--- src/rtl/xrnic_cm_pkg.sv ---
// Shared types and constants for the RoCE CM connection controller:
// state encoding, CM attribute IDs and default timing limits.
package xrnic_cm_pkg;

  typedef enum logic [2:0] {
    IDLE     = 3'd0,
    REQ_TX   = 3'd1,
    REP_WAIT = 3'd2,
    RTU_TX   = 3'd3,
    REP_TX   = 3'd4,
    RTU_WAIT = 3'd5,
    ESTAB    = 3'd6,
    ERROR    = 3'd7
  } cm_st_e;

  // MAD attribute IDs of the CM messages this controller sequences
  localparam logic [15:0] CM_ATTR_REQ = 16'h0010;
  localparam logic [15:0] CM_ATTR_REJ = 16'h0012;
  localparam logic [15:0] CM_ATTR_REP = 16'h0013;
  localparam logic [15:0] CM_ATTR_RTU = 16'h0014;

  localparam logic [31:0] CM_TIMEOUT_DEFAULT   = 32'd1_000_000;
  localparam logic [3:0]  CM_MAX_RETRY_DEFAULT = 4'd3;

  function automatic logic cm_is_wait(input cm_st_e st);
    return (st == REP_WAIT) || (st == RTU_WAIT);
  endfunction

endpackage

--- src/rtl/xrnic_cm_timer.sv ---
// Peer-response timer: counts while enabled, clears on request, and flags
// the last cycle of the timeout window. Holds at terminal count (no wrap).
module xrnic_cm_timer #(
  parameter logic [31:0] TIMEOUT_CYCLES = 32'd1_000_000
) (
  input  logic core_clk,
  input  logic core_rst,
  input  logic clear,
  input  logic enable,
  output logic expired
);

  logic [31:0] count_reg;

  assign expired = enable && (count_reg == TIMEOUT_CYCLES - 32'd1);

  always_ff @(posedge core_clk or posedge core_rst) begin
    if (core_rst) begin
      count_reg <= '0;
    end else if (clear) begin
      count_reg <= '0;
    end else if (enable && !expired) begin
      count_reg <= count_reg + 32'd1;
    end
  end

endmodule

--- src/rtl/xrnic_cm_conn_ctrl.sv ---
// RoCE CM handshake sequencer driving the one-hot tx enables of the CM packet
// generator. Build with CM_RETRY_EN defined to resend on timeout before ERROR.
module xrnic_cm_conn_ctrl
  import xrnic_cm_pkg::*;
#(
  parameter logic [31:0] TIMEOUT_CYCLES = CM_TIMEOUT_DEFAULT,
  parameter logic [3:0]  MAX_RETRY      = CM_MAX_RETRY_DEFAULT
) (
  input  logic       core_clk,
  input  logic       core_rst,
  input  logic       conn_start,
  input  logic       conn_abort,
  input  logic       rx_req_valid,
  input  logic       rx_rep_valid,
  input  logic       rx_rtu_valid,
  input  logic       rx_rej_valid,
  input  logic       tx_done,
  output logic       cm_req_tx_en,
  output logic       cm_reply_tx_en,
  output logic       cm_rtu_tx_en,
  output logic [2:0] conn_state,
  output logic       conn_established,
  output logic       conn_error,
  output logic [3:0] retry_cnt
);

`ifdef CM_RETRY_EN
  localparam logic RETRY_EN = 1'b1;
`else
  localparam logic RETRY_EN = 1'b0;
`endif

  cm_st_e     state_reg;
  cm_st_e     state_next;
  logic [3:0] retry_next;
  logic       timeout;

  assign conn_state = state_reg;

  xrnic_cm_timer #(
    .TIMEOUT_CYCLES (TIMEOUT_CYCLES)
  ) u_timer (
    .core_clk (core_clk),
    .core_rst (core_rst),
    .clear    (state_next != state_reg),
    .enable   (cm_is_wait(state_reg)),
    .expired  (timeout)
  );

  always_comb begin
    state_next = state_reg;
    retry_next = retry_cnt;
    if (conn_abort) begin
      state_next = IDLE;
      retry_next = '0;
    end else begin
      case (state_reg)
        IDLE: begin
          if (conn_start) begin
            state_next = REQ_TX;
            retry_next = '0;
          end else if (rx_req_valid) begin
            state_next = REP_TX;
            retry_next = '0;
          end
        end
        REQ_TX:   if (tx_done) state_next = REP_WAIT;
        REP_TX:   if (tx_done) state_next = RTU_WAIT;
        RTU_TX:   if (tx_done) state_next = ESTAB;
        // rx pulses are checked before the timer so a same-cycle reply wins
        REP_WAIT: begin
          if (rx_rep_valid) begin
            state_next = RTU_TX;
          end else if (rx_rej_valid) begin
            state_next = ERROR;
          end else if (timeout) begin
            if (RETRY_EN && (retry_cnt < MAX_RETRY)) begin
              state_next = REQ_TX;
              retry_next = retry_cnt + 4'd1;
            end else begin
              state_next = ERROR;
            end
          end
        end
        RTU_WAIT: begin
          if (rx_rtu_valid) begin
            state_next = ESTAB;
          end else if (rx_rej_valid) begin
            state_next = ERROR;
          end else if (timeout) begin
            if (RETRY_EN && (retry_cnt < MAX_RETRY)) begin
              state_next = REP_TX;
              retry_next = retry_cnt + 4'd1;
            end else begin
              state_next = ERROR;
            end
          end
        end
        ESTAB: begin
          if (rx_req_valid) begin
            state_next = REP_TX;
            retry_next = '0;
          end
        end
        ERROR: begin
          if (conn_start) begin
            state_next = REQ_TX;
            retry_next = '0;
          end
        end
        default: state_next = IDLE;
      endcase
    end
  end

  // outputs are decoded from the next state so they line up with state_reg
  always_ff @(posedge core_clk or posedge core_rst) begin
    if (core_rst) begin
      state_reg        <= IDLE;
      cm_req_tx_en     <= 1'b0;
      cm_reply_tx_en   <= 1'b0;
      cm_rtu_tx_en     <= 1'b0;
      conn_established <= 1'b0;
      conn_error       <= 1'b0;
      retry_cnt        <= '0;
    end else begin
      state_reg        <= state_next;
      cm_req_tx_en     <= (state_next == REQ_TX);
      cm_reply_tx_en   <= (state_next == REP_TX);
      cm_rtu_tx_en     <= (state_next == RTU_TX);
      conn_established <= (state_next == ESTAB);
      conn_error       <= (state_next == ERROR);
      retry_cnt        <= RETRY_EN ? retry_next : 4'd0;
    end
  end

endmodule

--- config.mk ---
export PLATFORM = sky130hd
export DESIGN_NAME = xrnic_cm_conn_ctrl
export DESIGN_NICKNAME = d
export VERILOG_FILES = /design/src/rtl/xrnic_cm_pkg.sv /design/src/rtl/xrnic_cm_timer.sv /design/src/rtl/xrnic_cm_conn_ctrl.sv
export SDC_FILE = /design/constraint.sdc
export NUM_CORES = 1
export LEC_CHECK = 0
export ABC_AREA = 1
export BUFFER_PORTS_ARGS = -buffer_cell sky130_fd_sc_hd__buf_2
export CORE_ASPECT_RATIO = 1.4
export CORE_MARGIN = 2
export CORE_UTILIZATION = 30
export DETAILED_ROUTE_END_ITERATION = 8
export PLACE_DENSITY = 0.48
export SYNTH_ARGS = -nofsm -noshare
export SYNTH_HDL_FRONTEND = slang
export SYNTH_SLANG_ARGS = --single-unit
--- constraint.sdc ---
create_clock -name core_clk -period 1.8 [get_ports core_clk]
set_input_delay 0 -clock core_clk [delete_from_list [all_inputs] [get_ports core_clk]]
set_output_delay 0 -clock core_clk [all_outputs]
set_load 0.005 [all_outputs]
======== Word-level counts from Yosys, hierarchy flattened ========
Cells that the tools add are included.
W data, S select, Z words.
word-level totals
  input bits .............................. 9
  register bits after elaboration ......... 40
cells by class
  add/sub/neg operators ................... 1
  reduce and logical (&&, ||, !) cells .... 6
  eq/ne operators ......................... 14
  multiplexer cells ....................... 14
operators by type and width
  kind                     count
  $mux W32                 2
  $mux W3                  11
  $add A32 B1 Y32 const B  1
  $eq A32 B20 Y1 const B   1
  $pmux W3 S8              1
  $eq A3 B3 Y1 const B     7
  $eq A3 B2 Y1 const B     3
  $eq A3 B1 Y1 const B     2
  $logic_not A3 Y1         1
  $ne A3 B3 Y1             1
  $logic_and A1 B1 Y1      2
  $reduce_bool A2 Y1       1
  $logic_not A1 Y1         1
  $logic_or A1 B1 Y1       1

======== Depth between registers and ports, before layout ========
Gate-level depths: netlist (run 1).
  word-level depth ........................ 10
  depth in mapped cells ................... 15
  gate-level depth less buffers ........... 14

======== By module ========
A second synthesis (run 1) with hierarchy kept.
second synthesis, totals
  cells, all modules ...................... 479
  area, all modules ....................... 3031.7 um^2
modules (own cells, without submodules)
  module              sequential area each (um^2)  area each (um^2)  instances  cells each
  xrnic_cm_timer      800.8                        2426.1            1          393
  xrnic_cm_conn_ctrl  200.2                        605.6             1          86

======== Worst setup path after synthesis (run 1) ========
No wires, ideal clock.
  kind .................................... register to register
  from .................................... register u_timer.count_reg[0]
  to ...................................... register u_timer.count_reg[28]
  cell stages (with the launch flop) ...... 13
  path slack .............................. 0.029 ns
  clock period less this slack ............ 1.771 ns
  arrival ................................. 1.647 ns
  buffers on the path ..................... 0
  path through ............................ dfrtp_1 -> ha_1 -> nand3_1 -> nor2_2 -> nand2_1 -> nor2_2 -> nand2_2 -> nor2_2 -> nand2_1 -> nor2_2 -> nand2_1 -> xor2_1 -> nor2_4
on the way
  longest elaborated chain between the ends .. 9
  elaborated cells between the ends (all ways) .. 15
ends and longest elaborated chain
  what                                            RTL line                                            source
  start, declared                                 xrnic_cm_timer.sv:13                                logic [31:0] count_reg;
  start signal, assigned                          xrnic_cm_timer.sv:23                                count_reg <= count_reg + 32'd1;
  $eq A32 B20 Y1                                  xrnic_cm_timer.sv:15                                assign expired = enable && (count_reg == TIMEOUT_CYCLES - 32'd1);
  $logic_and A1 B1 Y1                             xrnic_cm_timer.sv:15
  $mux W3                                         xrnic_cm_conn_ctrl.sv:90                            end else if (timeout) begin
  $mux W3                                         xrnic_cm_conn_ctrl.sv:74                            end else if (rx_rej_valid) begin
  $mux W3 (on tied branches)                      xrnic_cm_conn_ctrl.sv:86, xrnic_cm_conn_ctrl.sv:72
  $pmux W3 S8                                     xrnic_cm_conn_ctrl.sv:57                            case (state_reg)
  $mux W3                                         xrnic_cm_conn_ctrl.sv:53                            if (conn_abort) begin
  $ne A3 B3 Y1                                    xrnic_cm_conn_ctrl.sv:45                            .clear (state_next != state_reg),
  $mux W32 or $reduce_bool A2 Y1 (tied branches)  n/a
Parallel ways exist; a longest one is shown, timed or not. The select of a mux whose other input is x is not followed.
A chain may end at the register's enable or synchronous reset.

======== Final worst setup path (run 1) ========
  from .................................... register state_reg[1] (netlist: conn_state[1])
  to ...................................... register u_timer.count_reg[27]
on the way
  longest elaborated chain between the ends .. 10
  elaborated cells between the ends (all ways) .. 27
ends and longest elaborated chain
  what                                            RTL line                                            source
  start, declared                                 xrnic_cm_conn_ctrl.sv:33                            cm_st_e state_reg;
  start signal, assigned                          xrnic_cm_conn_ctrl.sv:127                           state_reg <= state_next;
  $eq A3 B2 Y1 or $eq A3 B3 Y1 (tied branches)    xrnic_cm_pkg.sv:26, xrnic_cm_conn_ctrl.sv:57
  $logic_or A1 B1 Y1                              xrnic_cm_pkg.sv:26                                  return (st == REP_WAIT) || (st == RTU_WAIT);
  $logic_and A1 B1 Y1                             xrnic_cm_timer.sv:15
  $mux W3                                         xrnic_cm_conn_ctrl.sv:90
  $mux W3                                         xrnic_cm_conn_ctrl.sv:74
  $mux W3 (on tied branches)                      xrnic_cm_conn_ctrl.sv:86, xrnic_cm_conn_ctrl.sv:72
  $pmux W3 S8                                     xrnic_cm_conn_ctrl.sv:57
  $mux W3                                         xrnic_cm_conn_ctrl.sv:53
  $ne A3 B3 Y1                                    xrnic_cm_conn_ctrl.sv:45
  $mux W32 or $reduce_bool A2 Y1 (tied branches)  n/a
Parallel ways exist; a longest one is shown, timed or not.

==> results.ini, run 1 <==
[outcome]
status = complete, but fails checks
violations = negative setup slack

[routing]
first_pass_iters = 4
drt_iter0_markers = 59
vias_per_cell = 4.367
detail_route.wirelength_mm = 6.563
wl_per_cell_um = 12.15
ant_nets = 0
vias = 2358
drc_errors = 0

[synth]
syn_area_per_cell_um2 = 7.889
synth_area_leaders = dfrtp_1, nand2_1, nor2_4
synth_ff_type = dfrtp_1
yosys.area.top_type = dfrtp_1
synth-edff-count = 0
syn-cell-area_um2 = 2714
synth-seq-cells = 40
netlist_instances = 344
synth.distinct_cells = 27
async_flop_share_pct = 100.0
synth-warning-count = 0
ys_seq_area_share_pct = 36.88
synth_top_cell_area_share_pct = 36.88

[global_route]
grt_pass1_vias = 2357
grt_use_met3_pct = 2.261
grt_pass1_wl_mm = 10.63
met2_usage_pct = 25.66
grt_antenna_before_repair = 0
grt.met1_usage_pct = 15.38
gr-total-overflow = 0
busiest_layer = met2
grt_max_degree = 19
globalRouteTotalUtil_pct = 13.68

[flow_run]
maxCapViolCount = 0

[cts]
numCtsBuffers = 5
cts_sinks = 40
htreeDepth = 2
cts_tree = done
clock_path_buffers = 2
insertion_delay_ns = 0.29
clock-root-buffer = clkbuf_16
path_clk_slew_ns = 0.06

[setup_path]
cp.arrival_ns = 2.15
start_kind = flip-flop
worstPathMaxFanout = 7
critPathRequiredTime_ns = 2.03
timing.critical_path.mode_cell = nand2_2
cpPeakStageDelay_ns = 0.49
endpoint_kind = flip-flop
r2r_slack_ns = -0.12
path_class = flip-flop to flip-flop
cp_cell_sequence = inv_2 -> nand2_2 -> o21ai_2 -> nor2_2 -> nand2_1 -> nor2_1 -> nand2_2 -> nand2_2 -> nand2_2 -> nand2_2 -> nand3_4 -> clkbuf_16 -> nor2_4
crit_path_top_delay_cell = dfrtp_1

[final_layout]
fin_util_pct = 42.47
nets = 442
syn2layout_area_growth_pct = 39.70
drive_gt1_share_pct = 43.42
antennaDiodeCount = 0
largest_reg_flops = 32

[sta]
worst_pin_slew_ns = 0.7209
relSlewSlack_pct = 51.89
setup_viol = 32
finalHoldViolations = 0
grt_setup_unrepaired = true
drv_slew = 0
worst_slack_ns = -0.1232
min_period_over_period_pct = 106.8
layout_min_cycle_time_ns = 1.923
fmax_ghz = 0.5200
finClkSkew_ns = 0.005314

[pwr]
ir_drop_mv = 1.105
p_leak_nw = 1.675
power_density_nw_per_um2 = 1257

[die]
row_count = 41
start_util_pct = 30.40
coreArea_um2 = 8926
die_area_um2 = 9834
fp.dieH_um = 116.5
die_x_um = 84.39
io-pin-count = 21

[place]
place_ws_ns = -0.2248
place.gp.congestion = 0.8381
dp_hpwl_mm = 4.939
port_buffers = 16

[hold_path]
hold_class = primary input to flip-flop

## layout make-up
cell class / instances / area, µm²
multi-input combinational: 248 / 1574
clock inverter: 3 / 46.29
sequential: 40 / 1002
timing repair buffer: 89 / 726.9
fill: 936 / 5135
inverter: 48 / 182.7
clock buffer: 5 / 125.1
tap: 107 / 133.9
## cells in the mapped netlist (2+ instances only)
| library cell | number |
|---|---|
| buf_12 | 2 |
| buf_4 | 8 |
| dfrtp_1 | 40 |
| nor3_1 | 9 |
| inv_1 | 44 |
| nor2_1 | 43 |
| xor2_1 | 21 |
| nor2_2 | 15 |
| nand2_1 | 73 |
| o21ai_0 | 5 |
| nor2_4 | 24 |
| nand2_2 | 11 |
| nor3_2 | 2 |
| nand4_1 | 7 |
| xnor2_1 | 6 |
| inv_2 | 4 |
| nand3_1 | 20 |
## metrics by stage
stage | TNS [ns] | area (µm²) | std cells | hold WS (ns) | total power, mW
3_5_place_dp | -3.374 | 3385 | 527 | 0.1645 | 3.285
3_3_place_gp | -2.422 | 3385 | 527 | 0.1819 | 3.285
2_1_floorplan | 0 | 2725 | 347 | 0.2027 | 2.579
5_1_grt | -8.579 | 3791 | 540 | 0.2063 | 5.028
4_1_cts | -4.039 | 3618 | 537 | 0.1047 | 4.381
6_report | -3.357 | 3791 | 540 | 0.1858 | 4.765
## cell usage in the layout, fill, tap and decap left out, types with 2 or more instances in the layout
cell type	count
buf_4	63
nand2_1	62
inv_1	41
dfrtp_1	39
nor2_1	37
nor2_4	30
nand2_2	22
xor2_1	18
buf_2	16
nor2_2	15
nand3_1	14
nor3_1	8
nand4_1	7
nand3_2	7
clkbuf_16	7
inv_2	6
xnor2_1	6
o21ai_0	5
conb_1	4
buf_12	4
xor2_2	3
buf_6	3
nor3_2	2
## worst paths after layout
kind                                                       start                                 to  cells past startpoint
max in group asynchronous                               core_rst            conn_state[0]$_DFF_PP0_                      4
min in group asynchronous                               core_rst  u_timer.count_reg[23]$_DFFE_PP0P_                      3
worst min register to register  u_timer.count_reg[7]$_DFFE_PP0P_   u_timer.count_reg[7]$_DFFE_PP0P_                      2
worst min-delay path                                  conn_abort               conn_error$_DFF_PP0_                      6
worst max-delay path                     conn_state[1]$_DFF_PP0_  u_timer.count_reg[27]$_DFFE_PP0P_                     13
worst max register to register           conn_state[1]$_DFF_PP0_  u_timer.count_reg[27]$_DFFE_PP0P_                     13
## logic make-up (layout without fill, tap and decap cells)
group           Yosys count  after routing  share of synthesized area (%)
xor+xnor                 27             27                          8.714
flops                    40             40                          36.88
buf+inv                  59            145                          10.88
other cells               1              4                         0.1382
fa+ha+maj                 1              1                         0.4610
compound gates            9              9                          1.983
simple gates            207            207                          40.94
## per-layer routing
metal	vias to the layer above	routed length (µm)
met4	0	133
met5	-	0
met3	11	154
met2	25	3595
met1	1104	2680
li1	1218	-
## what timing repair did
item                                    CTS  global route
pin swaps                                 6             9
gates resized for setup                  11            33
endpoints found under the setup margin   32            38
setup buffers                             1             1
endpoints found under the hold margin    16             0
hold buffers                              1             0
gates cloned                              0             2
## report_power, final
group	internal (mW)	switching, mW	total (mW)
clock	0.660	0.400	1.06
sequential	0.969	0.0826	1.05
combinational	1.15	1.51	2.65
## worst max-delay path, delay by kind of cell, from the launching register on
kind | cells | cell delay [ns]
and+or+nand+nor | 10 | 0.94
buffers and inverters | 2 | 0.35
AOI/OAI and AO/OA | 1 | 0.08
DFF | 1 | 0.49
No activity file was read; power rests on OpenSTA's default activity.
==> run 2: changes to the inputs <==
Settings changed: PLACE_DENSITY 0.48 to 0.47.
Clock period 1.8 ns to 1.9 ns, I/O delays scaled along.
==> run 2 against run 1 <==
Effect of this change: the run still ends with negative setup slack left; final cell count decreased by 3.5%; clock skew increased by 0.0016 ns; core utilization decreased by 1.9 points; global-route usage decreased by 0.21 points; power decreased by 14%; non-clock buffer count decreased by 19; die area unchanged; routed wire length decreased by 0.64%; sequential cell count unchanged; clock-buffer cell count increased by 3; fmax decreased by 2.4%; sequential power decreased by 6%; largest power group unchanged.
==> results.ini, run 2 (synthesis results as in run 1) <==
[outcome]
status = complete, but fails checks
violations = negative setup slack

[setup_path]
endpoint_kind = flip-flop
start_kind = flip-flop
rr_worst_depth = 14  ; +1
cp.arrival_ns = 2.14  ; about the same
worstPathMaxFanout = 2  ; -5
path_class = flip-flop to flip-flop
critPathRequiredTime_ns = 2.07  ; +0.04 ns

[final_layout]
antennaDiodeCount = 0  ; unchanged
fillers = 953  ; +1.8%
layout_common_cells = nand2_1, buf_4, inv_1, dfrtp_1, nor2_1
final_common_cell = nand2_1
largest_reg_flops = 32  ; unchanged
seq_area_um2 = 1001  ; -0.12%
syn2layout_area_growth_pct = 33.56
multi_input_area_um2 = 1610  ; +2.3%
drive_gt1_share_pct = 41.55  ; -1.9 points
nets = 423  ; -4.3%

[die]
start_util_pct = 30.40  ; unchanged
row_count = 41  ; unchanged
die_x_um = 84.39  ; unchanged
die_area_um2 = 9834  ; unchanged
io-pin-count = 21  ; unchanged
coreArea_um2 = 8926  ; unchanged
fp.dieH_um = 116.5  ; unchanged

[sta]
finalHoldViolations = 0  ; unchanged
layout_min_cycle_time_ns = 1.971  ; +0.04763 ns
worst_slack_ns = -0.07083  ; +0.05237 ns
hold_slack_ns = 0.1446  ; -0.04126 ns
grt_setup_unrepaired = true
relSlewSlack_pct = 63.75  ; +12 points
drv_slew = 0  ; unchanged
setup_viol = 27  ; -16%
min_period_over_period_pct = 103.7  ; -3.1 points
setup-tns-final_ns = -0.9793  ; +2.378 ns
fmax_ghz = 0.5074  ; -2.4%
finClkSkew_ns = 0.006930  ; +0.001616 ns
worst_pin_slew_ns = 0.5437  ; -0.1771 ns

[global_route]
grt_pass1_vias = 2367  ; +0.42%
grt_antenna_before_repair = 0  ; unchanged
grt_max_degree = 41  ; +22
gr-total-overflow = 0  ; unchanged
grt_pass1_wl_mm = 10.64  ; +0.12%
globalRouteTotalUtil_pct = 13.47  ; -0.21 points

[pwr]
power_density_nw_per_um2 = 1133  ; -9.9%
p_leak_nw = 1.555  ; -7.2%
ir_drop_mv = 0.7810  ; -29%

[routing]
vias_per_cell = 4.463  ; +2.2%
detail_route.wirelength_mm = 6.521  ; -0.64%
drc_errors = 0  ; unchanged
ant_nets = 0  ; unchanged
vias = 2325  ; -1.4%
drt_iter0_markers = 69  ; +17%
first_pass_iters = 4  ; unchanged
wl_per_cell_um = 12.52  ; +3.0%

[hold_path]
hold_class = primary input to flip-flop
hold_depth = 5  ; -1

[cts]
cts_sinks = 40  ; unchanged
numCtsBuffers = 5  ; unchanged
path_clk_slew_ns = 0.06  ; about the same
cts_tree = done
clock_path_buffers = 2  ; unchanged
htreeDepth = 2  ; unchanged
insertion_delay_ns = 0.28  ; about the same
clock-root-buffer = clkbuf_16

[place]
place.gp.congestion = 0.8691  ; +3.7%
dp_hpwl_mm = 4.536  ; -8.2%
port_buffers = 16  ; unchanged

[flow_run]
maxCapViolCount = 0  ; unchanged

-- run 2: cell count changes in the layout (fill, tap and decap cells not counted), moves of 3 or more --
| cell | delta |
|---|---|
| buf_4 | -20 |
| buf_6 | +3 |
| nand2_1 | -4 |
| nand2_2 | +3 |
| xor2_1 | -3 |
| xor2_2 | +3 |
-- run 2: power by group --
part | switching (mW) | total, mW | internal, mW
Clock | 0.326 | 0.850 | 0.524
Combinational | 1.42 | 2.27 | 0.848
Sequential | 0.0658 | 0.983 | 0.917
-- run 2: cell type report --
class                           count  share of cell area (%)
Tap cell                          107                   3.693
Clock buffer                        8                   4.039
Multi-Input combinational cell    248                   44.43
Timing Repair Buffer               70                   15.19
Inverter                           48                   5.040
Sequential cell                    40                   27.61
-- run 2: what timing repair did --
item                                    in CTS  in global routing
endpoints found under the hold margin       40                  0
endpoints found under the setup margin      32                 36
hold buffers                                 1                  0
resized for setup                           14                 50
gates cloned                                 2                  0
setup buffers                                7                 12
pin swaps                                    7                 24
-- run 2: metrics by stage --
stage                     cells  instance area [µm²]  total power, mW  setup slack, ns  util [%]
final                       521                 3625            4.105         -0.07083     40.61
after global placement      499                 3174            2.948         -0.02941     35.56
after CTS                   516                 3455            4.337         -0.08922     38.70
after detailed placement    499                 3174            2.957         -0.08782     35.56
after global routing        521                 3625            4.368          -0.2007     40.61
after floorplan             347                 2725            2.443           0.1292         -
-- run 2: worst paths after layout --
kind                                                          end                              start  slack, ns
worst max-delay path            u_timer.count_reg[30]$_DFFE_PP0P_   u_timer.count_reg[0]$_DFFE_PP0P_      -0.07
min in group asynchronous       u_timer.count_reg[18]$_DFFE_PP0P_                           core_rst       0.40
worst min-delay path                       cm_rtu_tx_en$_DFF_PP0_                         conn_abort       0.14
max in group asynchronous       u_timer.count_reg[27]$_DFFE_PP0P_                           core_rst       1.11
worst min register to register  u_timer.count_reg[17]$_DFFE_PP0P_  u_timer.count_reg[17]$_DFFE_PP0P_       0.60
worst max register to register  u_timer.count_reg[30]$_DFFE_PP0P_   u_timer.count_reg[0]$_DFFE_PP0P_      -0.07
-- run 2: critical path: stages (launching register included) --
cell and delay, ns:
dfrtp_1 0.36, ha_2 0.21, buf_6 0.11, nand3_4 0.08, nor2_4 0.13, nand2_2 0.08, nor2_4 0.11, nand2_2 0.09
nor2_4 0.13, nand2_2 0.08, nor2_4 0.14, buf_6 0.11, nand4_1 0.09, nand2_2 0.11, nor2_4 0.03
-- run 2: layer usage --
layer  wire, µm  track usage, %
met1       2669           15.18
met2       3628           25.98
met3        124           2.403
met4         99           3.704
met5          0               0
==> run 3: changes to the inputs <==
Settings changed: RECOVER_POWER set to 50.
==> run 3 against run 2 <==
Effect of this change: the run still ends with negative setup slack left; setup slack barely moved; sequential cell count did not move; via count did not move; cell area fell by 0.21%; clock-buffer cell count did not move; fmax barely moved; global-route usage did not move; critical path depth did not move; critical endpoint unchanged; final cell count did not move; non-clock buffer count did not move; worst hold slack barely moved; sequential share of layout area rose by 0.057 points.
==> results.ini, run 3 (synthesis results as in run 1) <==
[outcome]
status = complete, but fails checks
violations = negative setup slack

[setup_path]
path_class = flip-flop to flip-flop
crit_path_top_delay_cell = dfrtp_1
rr_worst_depth = 14  ; unchanged
r2r_slack_ns = -0.07  ; about the same
crit_family = simple AND/OR/NAND/NOR gates
cp_cell_sequence = ha_2 -> buf_6 -> nand3_4 -> nor2_4 -> nand2_2 -> nor2_4 -> nand2_2 -> nor2_4 -> nand2_2 -> nor2_4 -> buf_6 -> nand4_1 -> nand2_2 -> nor2_4
critPathBufInv = 2  ; unchanged
start_kind = flip-flop
cpPeakStageDelay_ns = 0.36  ; about the same
worstPathMaxFanout = 2  ; unchanged
critPathRequiredTime_ns = 2.07  ; about the same
timing.critical_path.mode_cell = nor2_4
endpoint_kind = flip-flop
startpoint = u_timer.count_reg[0]$_DFFE_PP0P_
r2r-start = u_timer.count_reg[0]$_DFFE_PP0P_
rr_endpoint = u_timer.count_reg[30]$_DFFE_PP0P_
cp.arrival_ns = 2.14  ; about the same

[cts]
clock_path_buffers = 2  ; unchanged
cts_tree = done
cts_sinks = 40  ; unchanged
numCtsBuffers = 5  ; unchanged
clock-root-buffer = clkbuf_16
path_clk_slew_ns = 0.06  ; about the same
insertion_delay_ns = 0.28  ; about the same
htreeDepth = 2  ; unchanged

[global_route]
grt_antenna_before_repair = 0  ; unchanged
gr-total-overflow = 0  ; unchanged
globalRouteTotalUtil_pct = 13.47  ; unchanged
grt_pass1_wl_mm = 10.64  ; unchanged
grt_max_degree = 41  ; unchanged
grt_pass1_vias = 2367  ; unchanged

[routing]
vias = 2325  ; unchanged
drt_iter0_markers = 70  ; +1.4%
wl_per_cell_um = 12.50  ; -0.12%
vias_per_cell = 4.463  ; unchanged
ant_nets = 0  ; unchanged
drc_errors = 0  ; unchanged
detail_route.wirelength_mm = 6.513  ; -0.12%
first_pass_iters = 4  ; unchanged

[final_layout]
drive_gt1_share_pct = 40.58  ; -0.97 points
largest_reg_flops = 32  ; unchanged
fillers = 954  ; +0.10%
layout_common_cells = nand2_1, inv_1, buf_4, dfrtp_1, nor2_1
antennaDiodeCount = 0  ; unchanged
syn2layout_area_growth_pct = 33.29
fin_cells = 521  ; unchanged
final_common_cell = nand2_1
nets = 423  ; unchanged

[hold_path]
hold_depth = 5  ; unchanged
holdCritStartpoint = conn_abort
min_to = cm_rtu_tx_en$_DFF_PP0_
hold_class = primary input to flip-flop

[sta]
finalHoldViolations = 0  ; unchanged
layout_min_cycle_time_ns = 1.971  ; +0.000003100 ns
setup_viol = 27  ; unchanged
relSlewSlack_pct = 29.80  ; -34 points
min_period_over_period_pct = 103.7  ; about the same
fmax_ghz = 0.5074  ; about the same
grt_setup_unrepaired = true
finClkSkew_ns = 0.006930  ; -0.00000003000 ns
worst_slack_ns = -0.07083  ; -0.000003100 ns
worst_pin_slew_ns = 1.053  ; +0.5093 ns
drv_slew = 0  ; unchanged
setup-tns-final_ns = -0.9796  ; -0.0002860 ns

[die]
io-pin-count = 21  ; unchanged
coreArea_um2 = 8926  ; unchanged
die_x_um = 84.39  ; unchanged
row_count = 41  ; unchanged
start_util_pct = 30.40  ; unchanged
fp.dieH_um = 116.5  ; unchanged
die_area_um2 = 9834  ; unchanged

[place]
dp_hpwl_mm = 4.536  ; unchanged
dp_cells = 499  ; unchanged
place.gp.congestion = 0.8691  ; unchanged
port_buffers = 16  ; unchanged

[flow_run]
maxCapViolCount = 0  ; unchanged

[pwr]
power_density_nw_per_um2 = 1133  ; about the same
ir_drop_mv = 0.7809  ; about the same
p_leak_nw = 1.538  ; -1.1%

==> run 3: worst register-to-register path: cells and delay by family (launching register included) <==
| kind | cells | cell delay (ns) |
|---|---|---|
| buffers and inverters | 2 | 0.22 |
| and+or+nand+nor | 11 | 1.08 |
| adders and majority gates | 1 | 0.21 |
| DFF | 1 | 0.36 |
==> run 3: worst max-delay path by stage <==
stage                                        end  slack [ns]  depth (start not counted)
2_1_floorplan  u_timer.count_reg[28]$_DFFE_PP0P_        0.13                         12
3_3_place_gp   u_timer.count_reg[22]$_DFFE_PP0P_       -0.03                         15
3_5_place_dp   u_timer.count_reg[22]$_DFFE_PP0P_       -0.09                         15
4_1_cts         u_timer.count_reg[9]$_DFFE_PP0P_       -0.09                         16
5_1_grt        u_timer.count_reg[30]$_DFFE_PP0P_       -0.20                         14
6_report       u_timer.count_reg[30]$_DFFE_PP0P_       -0.07                         14
==> run 3: what timing repair did <==
item,CTS,global route
resized for setup,14,50
setup buffers,7,12
pin swaps,7,24
hold buffers,1,0
gates cloned,2,0
setup endpoints to repair,32,36
endpoints found under the hold margin,40,0
==> run 3: metal layers <==
| layer | vias up | global-route usage, % | share of wire (%) |
|---|---|---|---|
| li1 | 1169 | - | - |
| met1 | 1125 | 15.18 | 41 |
| met5 | - | 0 | 0 |
| met2 | 24 | 25.98 | 56 |
| met3 | 7 | 2.403 | 1.8 |
| met4 | 0 | 3.704 | 1.5 |
==> run 3: area by class of cell <==
class                           instances  area, µm²  area share, %
Multi-Input combinational cell        248       1610          44.52
Sequential cell                        40       1001          27.67
Timing Repair Buffer                   70      543.0          15.01
Inverter                               48      182.7          5.050
Clock buffer                            8      146.4          4.047
Tap cell                              107      133.9          3.701
==> run 3: stage by stage <==
step / utilization, % / worst slack (ns) / power, mW / area [µm²] / hold slack, ns
2_1_floorplan: - / 0.1292 / 2.443 / 2725 / 0.2027
3_3_place_gp: 35.56 / -0.02941 / 2.948 / 3174 / 0.1695
3_5_place_dp: 35.56 / -0.08782 / 2.957 / 3174 / 0.1705
4_1_cts: 38.70 / -0.08922 / 4.337 / 3455 / 0.2038
5_1_grt: 40.52 / -0.2007 / 4.363 / 3617 / 0.1616
6_report: 40.52 / -0.07083 / 4.100 / 3617 / 0.1447
==> run 3: where the power goes <==
group / internal (mW) / switching [mW]
logic: 0.842 / 1.42
clock network: 0.524 / 0.326
registers: 0.917 / 0.0664
total: 2.28 / 1.82
